### src/rtl/jts16_vtimer_if.sv
// rtl/jts16_vtimer_if.sv - pixel-enable/adjust inputs and video timing outputs of jts16_vtimer
interface jts16_vtimer_if;
    logic       pxl_cen;
    logic [3:0] h_adj;
    logic [3:0] v_adj;
    logic [8:0] hdump;
    logic [8:0] vdump;
    logic       LHBL;
    logic       LVBL;
    logic       HS;
    logic       VS;
    logic       hstart;
    logic       vint;
    logic       frame;

    modport master (
        input  pxl_cen, h_adj, v_adj,
        output hdump, vdump, LHBL, LVBL, HS, VS, hstart, vint, frame
    );

    modport slave (
        output pxl_cen, h_adj, v_adj,
        input  hdump, vdump, LHBL, LVBL, HS, VS, hstart, vint, frame
    );
endinterface

### src/rtl/jts16_vtimer.sv
// rtl/jts16_vtimer.sv - pixel/line counters with blanking, sync, vint and frame flags; VTIMER_ADJ_EN adds h_adj/v_adj sync offsets
module jts16_vtimer #(
    parameter int HTOTAL   = 400,
    parameter int HB_START = 320,
    parameter int HB_END   = 0,
    parameter int HS_START = 336,
    parameter int HS_END   = 368,
    parameter int VTOTAL   = 262,
    parameter int VB_START = 224,
    parameter int VB_END   = 0,
    parameter int VS_START = 240,
    parameter int VS_END   = 243
) (
    input  logic           clk,
    input  logic           rst_n,
    jts16_vtimer_if.master vt
);
    localparam logic [8:0] H_LAST     = 9'(HTOTAL - 1);
    localparam logic [8:0] V_LAST     = 9'(VTOTAL - 1);
    localparam logic [8:0] HB_START_C = 9'(HB_START);
    localparam logic [8:0] HB_END_C   = 9'(HB_END);
    localparam logic [8:0] HS_START_C = 9'(HS_START);
    localparam logic [8:0] HS_END_C   = 9'(HS_END);
    localparam logic [8:0] VB_START_C = 9'(VB_START);
    localparam logic [8:0] VB_END_C   = 9'(VB_END);
    localparam logic [8:0] VS_START_C = 9'(VS_START);
    localparam logic [8:0] VS_END_C   = 9'(VS_END);

    logic [8:0] hdump_q, hdump_d;
    logic [8:0] vdump_q, vdump_d;
    logic       lhbl_q, lhbl_d;
    logic       lvbl_q, lvbl_d;
    logic       hs_q, hs_d;
    logic       vs_q, vs_d;
    logic       hstart_q, hstart_d;
    logic       vint_q, vint_d;
    logic       frame_q, frame_d;
    logic       h_wrap, v_wrap;
    logic [8:0] h_next, v_next;
    logic [8:0] hs_set, hs_clr, vs_set, vs_clr;

`ifdef VTIMER_ADJ_EN
    localparam logic [9:0] H_TOT = 10'(HTOTAL);
    localparam logic [9:0] V_TOT = 10'(VTOTAL);

    logic [3:0] h_adj_q, h_adj_d;
    logic [3:0] v_adj_q, v_adj_d;

    // base + signed 4-bit offset folded back into 0..total-1
    function automatic logic [8:0] wrap_add(input logic [8:0] base, input logic [3:0] adj,
                                            input logic [9:0] total);
        logic [10:0] sum;
        sum = {2'b00, base} + {{7{adj[3]}}, adj};
        if (sum[10])
            sum = sum + {1'b0, total};
        else if (sum >= {1'b0, total})
            sum = sum - {1'b0, total};
        return sum[8:0];
    endfunction

    // offsets only change at the frame boundary so sync edges never move mid-frame
    always_comb begin
        h_adj_d = h_adj_q;
        v_adj_d = v_adj_q;
        if (vt.pxl_cen && h_wrap && v_wrap) begin
            h_adj_d = vt.h_adj;
            v_adj_d = vt.v_adj;
        end
        hs_set = wrap_add(HS_START_C, h_adj_q, H_TOT);
        hs_clr = wrap_add(HS_END_C,   h_adj_q, H_TOT);
        vs_set = wrap_add(VS_START_C, v_adj_q, V_TOT);
        vs_clr = wrap_add(VS_END_C,   v_adj_q, V_TOT);
    end

    always_ff @(posedge clk) begin
        if (!rst_n) begin
            h_adj_q <= vt.h_adj;
            v_adj_q <= vt.v_adj;
        end else begin
            h_adj_q <= h_adj_d;
            v_adj_q <= v_adj_d;
        end
    end
`else
    logic unused_adj;
    assign unused_adj = ^{vt.h_adj, vt.v_adj};
    assign hs_set     = HS_START_C;
    assign hs_clr     = HS_END_C;
    assign vs_set     = VS_START_C;
    assign vs_clr     = VS_END_C;
`endif

    // flags compare against the next counter value so they move in the same clk as the counters
    always_comb begin
        hdump_d  = hdump_q;
        vdump_d  = vdump_q;
        lhbl_d   = lhbl_q;
        lvbl_d   = lvbl_q;
        hs_d     = hs_q;
        vs_d     = vs_q;
        frame_d  = frame_q;
        hstart_d = 1'b0;
        vint_d   = 1'b0;
        h_wrap   = (hdump_q == H_LAST);
        v_wrap   = (vdump_q == V_LAST);
        h_next   = h_wrap ? 9'd0 : 9'(hdump_q + 9'd1);
        v_next   = v_wrap ? 9'd0 : 9'(vdump_q + 9'd1);

        if (vt.pxl_cen) begin
            hdump_d = h_next;
            if (h_next == HB_START_C)    lhbl_d = 1'b0;
            else if (h_next == HB_END_C) lhbl_d = 1'b1;
            if (h_next == hs_set)        hs_d = 1'b1;
            else if (h_next == hs_clr)   hs_d = 1'b0;

            if (h_wrap) begin
                hstart_d = 1'b1;
                vdump_d  = v_next;
                vint_d   = (v_next == VB_START_C);
                if (v_next == VB_START_C)    lvbl_d = 1'b0;
                else if (v_next == VB_END_C) lvbl_d = 1'b1;
                if (v_next == vs_set)        vs_d = 1'b1;
                else if (v_next == vs_clr)   vs_d = 1'b0;
                if (v_wrap) frame_d = ~frame_q;
            end
        end
    end

    always_ff @(posedge clk) begin
        if (!rst_n) begin
            hdump_q  <= 9'd0;
            vdump_q  <= 9'd0;
            lhbl_q   <= 1'b1;
            lvbl_q   <= 1'b1;
            hs_q     <= 1'b0;
            vs_q     <= 1'b0;
            hstart_q <= 1'b0;
            vint_q   <= 1'b0;
            frame_q  <= 1'b0;
        end else begin
            hdump_q  <= hdump_d;
            vdump_q  <= vdump_d;
            lhbl_q   <= lhbl_d;
            lvbl_q   <= lvbl_d;
            hs_q     <= hs_d;
            vs_q     <= vs_d;
            hstart_q <= hstart_d;
            vint_q   <= vint_d;
            frame_q  <= frame_d;
        end
    end

    assign vt.hdump  = hdump_q;
    assign vt.vdump  = vdump_q;
    assign vt.LHBL   = lhbl_q;
    assign vt.LVBL   = lvbl_q;
    assign vt.HS     = hs_q;
    assign vt.VS     = vs_q;
    assign vt.hstart = hstart_q;
    assign vt.vint   = vint_q;
    assign vt.frame  = frame_q;
endmodule
### src/flat_wrapper.sv
// flat-port wrapper written by rule: the top's interface ports become plain ports
module jts16_vtimer_flat 
#(
    parameter int HTOTAL   = 400,
    parameter int HB_START = 320,
    parameter int HB_END   = 0,
    parameter int HS_START = 336,
    parameter int HS_END   = 368,
    parameter int VTOTAL   = 262,
    parameter int VB_START = 224,
    parameter int VB_END   = 0,
    parameter int VS_START = 240,
    parameter int VS_END   = 243
)
  (clk, rst_n, vt_pxl_cen, vt_h_adj, vt_v_adj, vt_hdump, vt_vdump, vt_LHBL, vt_LVBL, vt_HS, vt_VS, vt_hstart, vt_vint, vt_frame);
  jts16_vtimer_if vt_i ();
  input  logic clk;
  input  logic rst_n;
  input wire logic [$bits(vt_i.pxl_cen)-1:0] vt_pxl_cen;
  input wire logic [$bits(vt_i.h_adj)-1:0] vt_h_adj;
  input wire logic [$bits(vt_i.v_adj)-1:0] vt_v_adj;
  output wire logic [$bits(vt_i.hdump)-1:0] vt_hdump;
  output wire logic [$bits(vt_i.vdump)-1:0] vt_vdump;
  output wire logic [$bits(vt_i.LHBL)-1:0] vt_LHBL;
  output wire logic [$bits(vt_i.LVBL)-1:0] vt_LVBL;
  output wire logic [$bits(vt_i.HS)-1:0] vt_HS;
  output wire logic [$bits(vt_i.VS)-1:0] vt_VS;
  output wire logic [$bits(vt_i.hstart)-1:0] vt_hstart;
  output wire logic [$bits(vt_i.vint)-1:0] vt_vint;
  output wire logic [$bits(vt_i.frame)-1:0] vt_frame;
  assign vt_i.pxl_cen = vt_pxl_cen;
  assign vt_i.h_adj = vt_h_adj;
  assign vt_i.v_adj = vt_v_adj;
  assign vt_hdump = vt_i.hdump;
  assign vt_vdump = vt_i.vdump;
  assign vt_LHBL = vt_i.LHBL;
  assign vt_LVBL = vt_i.LVBL;
  assign vt_HS = vt_i.HS;
  assign vt_VS = vt_i.VS;
  assign vt_hstart = vt_i.hstart;
  assign vt_vint = vt_i.vint;
  assign vt_frame = vt_i.frame;
  jts16_vtimer #(.HTOTAL(HTOTAL), .HB_START(HB_START), .HB_END(HB_END), .HS_START(HS_START), .HS_END(HS_END), .VTOTAL(VTOTAL), .VB_START(VB_START), .VB_END(VB_END), .VS_START(VS_START), .VS_END(VS_END)) u_core (.clk(clk), .rst_n(rst_n), .vt(vt_i));
endmodule
### config.mk
export PLATFORM = sky130hd
export DESIGN_NAME = jts16_vtimer_flat
export DESIGN_NICKNAME = d
export VERILOG_FILES = /design/src/rtl/jts16_vtimer_if.sv /design/src/rtl/jts16_vtimer.sv /design/src/flat_wrapper.sv
export SDC_FILE = /design/constraint.sdc
export NUM_CORES = 1
export LEC_CHECK = 0
export CAP_MARGIN = 20
export CORE_MARGIN = 5
export CORE_UTILIZATION = 25
export DETAILED_ROUTE_END_ITERATION = 7
export PLACE_DENSITY = 0.57
export SYNTH_ARGS = -nofsm -noshare
export SYNTH_HDL_FRONTEND = slang
export SYNTH_SLANG_ARGS = --single-unit
export TNS_END_PERCENT = 20
### constraint.sdc
create_clock -name clk -period 3.1 [get_ports clk]
set_input_delay 0.31 -clock clk [delete_from_list [all_inputs] [get_ports clk]]
set_output_delay 0.31 -clock clk [all_outputs]
set_load 0.005 [all_outputs]
==> results of run 1 <==
how the worst min path moves through the flow:
stage	from	end	slack (ns)	cells after the start
floorplan	rst_n	u_core.vt.hdump[1]	0.44	1
global placement	u_core.vt.HS	u_core.vt.HS	0.46	2
detailed placement	u_core.vt.HS	u_core.vt.HS	0.46	2
CTS	u_core.vt.HS	u_core.vt.HS	0.47	2
global route	u_core.vt.HS	u_core.vt.HS	0.50	2
finish	u_core.vt.HS	u_core.vt.HS	0.47	2
final cells by class:
cell class / count / area share (%)
Clock buffer: 3 / 2.10
Clock inverter: 1 / 0.254
Inverter: 4 / 0.762
Multi-Input combinational cell: 158 / 50.6
Sequential cell: 25 / 25.4
Tap cell: 77 / 4.89
Timing Repair Buffer: 33 / 16.0
critical path, delay by kind of cell, from the launching register on:
kind	cells	cell delay, ns
DFF	1	0.46
adders and majority gates	1	0.31
AOI/OAI and AO/OA	2	0.41
and+or+nand+nor	3	1.26
routing by layer:
layer	share of wire [%]	vias up	track usage (%)
met1	50	713	14.4
met2	43	36	16.9
met5	0	-	0
met3	5.1	7	2.65
met4	1.9	0	2.84
li1	-	764	-
logic make-up after synthesis:
logic type | after synthesis | synth area share [%]
AOI/OAI and AO/OA | 40 | 15.8
DFF | 25 | 31.6
adders and majority gates | 4 | 3.16
and+or+nand+nor | 97 | 34.0
buffers and inverters | 17 | 5.53
muxes | 5 | 3.24
xor gates and xnor gates | 12 | 6.64
cell usage in the layout (no fill, tap or decap), types with 2 or more instances in the layout:
cell type and n:
a21oi_1 11, a31oi_1 3, and2_1 7, and3_1 3
and3_2 2, and4_1 2, buf_4 6, clkbuf_8 3
clkdlybuf4s50_1 27, dfxtp_1 25, ha_1 4, inv_1 3
mux2i_1 4, nand2_1 25, nand2b_1 2, nand3_1 7
nand4_1 6, nor2_1 15, nor2b_1 3, nor3_1 7
nor4_2 2, o21ai_0 9, o22ai_1 2, o31ai_1 3
or3_1 5, or3_4 2, xnor2_1 3, xor2_1 9
power groups by stage:
| stage | registers (mW) | logic (mW) | clock network [mW] |
|---|---|---|---|
| after floorplan | 0.336 | 0.0142 | 0 |
| after global placement | 0.335 | 0.0328 | 0 |
| after detailed placement | 0.335 | 0.0329 | 0 |
| after CTS | 0.328 | 0.0330 | 0.212 |
| after global routing | 0.329 | 0.0360 | 0.223 |
| final | 0.328 | 0.0325 | 0.203 |
==> out/metrics.cfg, run 1 <==
[place]
dpl_cell_area_mm2 = 0.00192
dp.cells = 297
place_congestion = 0.857
preCtsSetupSlack_ns = 0.573
port_buffers = 27
dp.final_hpwl_um = 2780

[timing]
grt_setup_unrepaired = false
max_slew.worst_pin.slew_ns = 0.522
fin_crit_ns = 2.54
slew_violations = 0
relSlewSlack_pct = 64.7
hold_viol_final = 0
setup_viol = 0
setup_slack_ns = 0.561
skew_ns = 0.00152
tns_ns = 0
timing.fmax_ghz = 0.394
finalCritPeriodShare_pct = 81.9
worst_hold_slack_ns = 0.469

[drt]
wire_per_inst_um = 13.1
drt_iter0_markers = 69
firstDrtPassIters = 4
drc_errors = 0
vias = 1520
avgViaCountPerCell = 5.05
wirelength_um = 3950
ant_nets = 0

[global_routing]
grt_pass1_wl_um = 6870
antenna_found_initial = 0
gr-total-overflow = 0
grt_pass1_vias = 1508
grt_max_degree = 18
grtUsageTotal_pct = 10.6

[layout]
area_delta_synth_final_pct = 24.3
drive_gt1_share_pct = 9.38
fillers = 687
layout.area.seq_um2 = 500
multiInputGateArea_um2 = 996
post-route-util_pct = 31.6
final_cell_count_no_fill = 301
diodes = 0
finalNetCount = 240
fin_area_mm2 = 0.00197

[floorplanning]
fp.dieW_um = 89.6
pin_count = 36
start_util_pct = 25.4
die_h_um = 89.6
rows = 29
core_area_mm2 = 0.00624
dieArea_mm2 = 0.00803

[critical_path]
cp.arrival_ns = 2.71
cp-startpoint = u_core.vt.hdump[1]
crit_chain = ha_1 > nand4_1 > or3_1 > or3_4 > o31a_1 > o21a_1
crit_path_end = u_core.vt.VS
worst-r2r-setup-slack_ns = 0.56
crit_path_top_delay_cell = or3_1
critPathKind = register to register
critPathCaptureType = register
cp_slowest_stage_delay_ns = 0.55
reg2reg_depth = 6
r2r-end = u_core.vt.VS
required_ns = 3.27
critPathLaunchType = register
reg2reg_from = u_core.vt.hdump[1]
path_max_fanout = 8

[pwr]
p_leak_nw = 0.706
p_int_mw = 0.430
clockPowerShare_pct = 36.1
p_switching_mw = 0.134
power_per_cell_area_mw_per_mm2 = 286
sw_frac_of_total_pct = 23.7
ir_worst_vdd_uv = 138
p_seq_share_pct = 58.2
p_comb_share_pct = 5.8
total_power_mw = 0.563

[clock_tree]
cts_max_path_buffers = 2
h-tree-depth = 1
clock-sinks = 25
clk_latency_ns = 0.27
numCtsBuffers = 3
clk_pin_slew_ns = 0.10
clock-root-buffer = clkbuf_8
cts_hold_buf = 0
post_cts_resize_count = 0
cts_tree = yes
cts_setup_buffers = 0

[synth]
synthTopCellsByArea = dfxtp_1, nand2_1, xor2_1, nor2_1, a21oi_1
yosys_warnings = 0
ys_types = 51
synth_top_area_share_pct = 31.6
ys_seq_area_share_pct = 31.6
synthCells = 200
synth_edf_count = 0
synthArstFlopShare_pct = 0
synth_area_mm2 = 0.00158
syn_avg_cell_area_um2 = 7.92
ys_ff_latch = 25
ys_top_cells_by_count = dfxtp_1, nand2_1, nor2_1, a21oi_1
synth_ff_type = dfxtp_1
synth_top_area_cell = dfxtp_1
syn_nets = 215

[worst_hold_path]
hp-class = register to register

[flow_run]
maxCapViolCount = 0

[outcome]
status = complete, no violations

(Power assumes the default switching activity.)
==> run 2, diff against run 1 <==
--- a/config.mk
+++ b/config.mk
@@ -9,7 +9,7 @@
 export CORE_MARGIN = 5
 export CORE_UTILIZATION = 25
 export DETAILED_ROUTE_END_ITERATION = 7
-export PLACE_DENSITY = 0.57
+export PLACE_DENSITY = 0.58
 export SYNTH_ARGS = -nofsm -noshare
 export SYNTH_HDL_FRONTEND = slang
 export SYNTH_SLANG_ARGS = --single-unit
==> constraint.sdc (replaced) <==
create_clock -name clk -period 2.1 [get_ports clk]
set_input_delay 0.21 -clock clk [delete_from_list [all_inputs] [get_ports clk]]
set_output_delay 0.21 -clock clk [all_outputs]
set_load 0.005 [all_outputs]
==> out/metrics.cfg, run 2 (synthesized netlist as in run 1, its figures left out) <==
[timing]
skew_ns = 0.00435
finalCritPeriodShare_pct = 96.6
max_slew.worst_pin.slew_ns = 0.471
hold_viol_final = 0
timing.fmax_ghz = 0.493
grt_setup_unrepaired = true
fin_crit_ns = 2.03
relSlewSlack_pct = 68.5
slew_violations = 0
tns_ns = 0
worst_hold_slack_ns = 0.470
setup_viol = 0

[clock_tree]
clk_latency_ns = 0.28
clock-sinks = 25
cts_tree = yes
clock-root-buffer = clkbuf_8
h-tree-depth = 1
cts_max_path_buffers = 2
numCtsBuffers = 3
clk_pin_slew_ns = 0.10

[critical_path]
cp.arrival_ns = 2.21
critPathKind = register to register
cp-startpoint = u_core.vt.hdump[4]
reg2reg_from = u_core.vt.hdump[4]
worst-r2r-setup-slack_ns = 0.07
crit_chain = or3_4 > or3_1 > or3_4 > o31a_1 > o21a_1
r2r-end = u_core.vt.VS
cp_slowest_stage_delay_ns = 0.41
path_max_fanout = 4
critPathCaptureType = register
reg2reg_depth = 5
critPathLaunchType = register
crit_path_end = u_core.vt.VS
required_ns = 2.28
crit_path_frequent_cell = or3_4
crit_path_top_delay_cell = or3_4

[worst_hold_path]
hold_start = u_core.vt.HS
hp-class = register to register

[global_routing]
antenna_found_initial = 0
grt_pass1_wl_um = 7630
grtUsageTotal_pct = 12.0
gr-total-overflow = 0
grt_pass1_vias = 1605
grt_max_degree = 17

[layout]
diodes = 0
area_delta_synth_final_pct = 41.3
finalNetCount = 269
multiInputGateArea_mm2 = 0.00104
layout_commonest_cell = buf_4
post-route-util_pct = 35.9
layout_common_cells = buf_4, clkdlybuf4s50_1, nand2_1
final_cell_count_no_fill = 330
layout.area.seq_um2 = 503
fillers = 674
drive_gt1_share_pct = 23.3

[floorplanning]
pin_count = 36
dieArea_mm2 = 0.00803
die_h_um = 89.6
fp.dieW_um = 89.6
rows = 29
start_util_pct = 25.4
core_area_mm2 = 0.00624

[outcome]
status = complete, no violations

[place]
dp.final_hpwl_um = 3180
port_buffers = 27
place_congestion = 0.837
dp.cells = 325

[pwr]
total_power_mw = 0.850
ir_worst_vdd_uv = 270
p_leak_nw = 0.848
power_per_cell_area_mw_per_mm2 = 380

[drt]
drt_iter0_markers = 49
vias = 1610
drc_errors = 0
firstDrtPassIters = 4
wirelength_um = 4260
ant_nets = 0
avgViaCountPerCell = 4.88
wire_per_inst_um = 12.9

[flow_run]
maxCapViolCount = 0

-- run 2: cell count changes in the layout (fill, tap and decap cells not counted), sizes merged --
cell | previous run | this run
buf | 6 | 35
clkinv | 2 | 1
clkinvlp | 0 | 1
-- run 2: metrics by stage --
stage | cell area [µm²] | setup WS [ns]
floorplan | 1600 | -0.144
global placement | 2150 | -0.00809
detailed placement | 2150 | -0.0336
CTS | 2200 | 0.0143
global route | 2240 | -0.0312
finish | 2240 | 0.0721
-- run 2: worst min-delay path by stage --
stage / to / slack (ns) / depth (start not counted)
floorplan: u_core.vt.hdump[1] / 0.34 / 1
global placement: u_core.vt.HS / 0.45 / 2
detailed placement: u_core.vt.HS / 0.46 / 2
CTS: u_core.vt.HS / 0.48 / 2
global route: u_core.vt.HS / 0.49 / 2
finish: u_core.vt.HS / 0.47 / 2
-- run 2: repair_timing --
item	in CTS	in global routing
endpoints found under the setup margin	2	5
hold buffers	0	0
cloned	0	0
gates resized for setup	2	8
setup buffers	0	1
pin swaps	0	4
-- run 2: final cells by class --
cell class                      instances  share of cell area [%]
Multi-Input combinational cell        158                    46.6
Timing Repair Buffer                   62                    23.8
Inverter                                4                   0.671
Sequential cell                        25                    22.5
Clock buffer                            3                    1.84
Clock inverter                          1                   0.335
Tap cell                               77                    4.30
-- run 2: worst max-delay path: cells and delay by family, from the launching register on --
family             cells  cell delay (ns)
AOI/OAI and AO/OA      2             0.41
and+or+nand+nor        3             1.20
DFF                    1             0.32
-- run 2: where the power goes --
group          switching, mW  leakage [nW]  internal, mW  total [mW]
Combinational         0.0287         0.623        0.0290      0.0577
Sequential           0.00469         0.203         0.478       0.483
Clock                  0.174        0.0217         0.135       0.309
-- run 2: layer usage --
metal	GRT usage (%)	share of wire (%)
met1	15.7	47
met2	20.3	49
met3	2.65	3.4
met4	2.17	0.56
met5	0	0
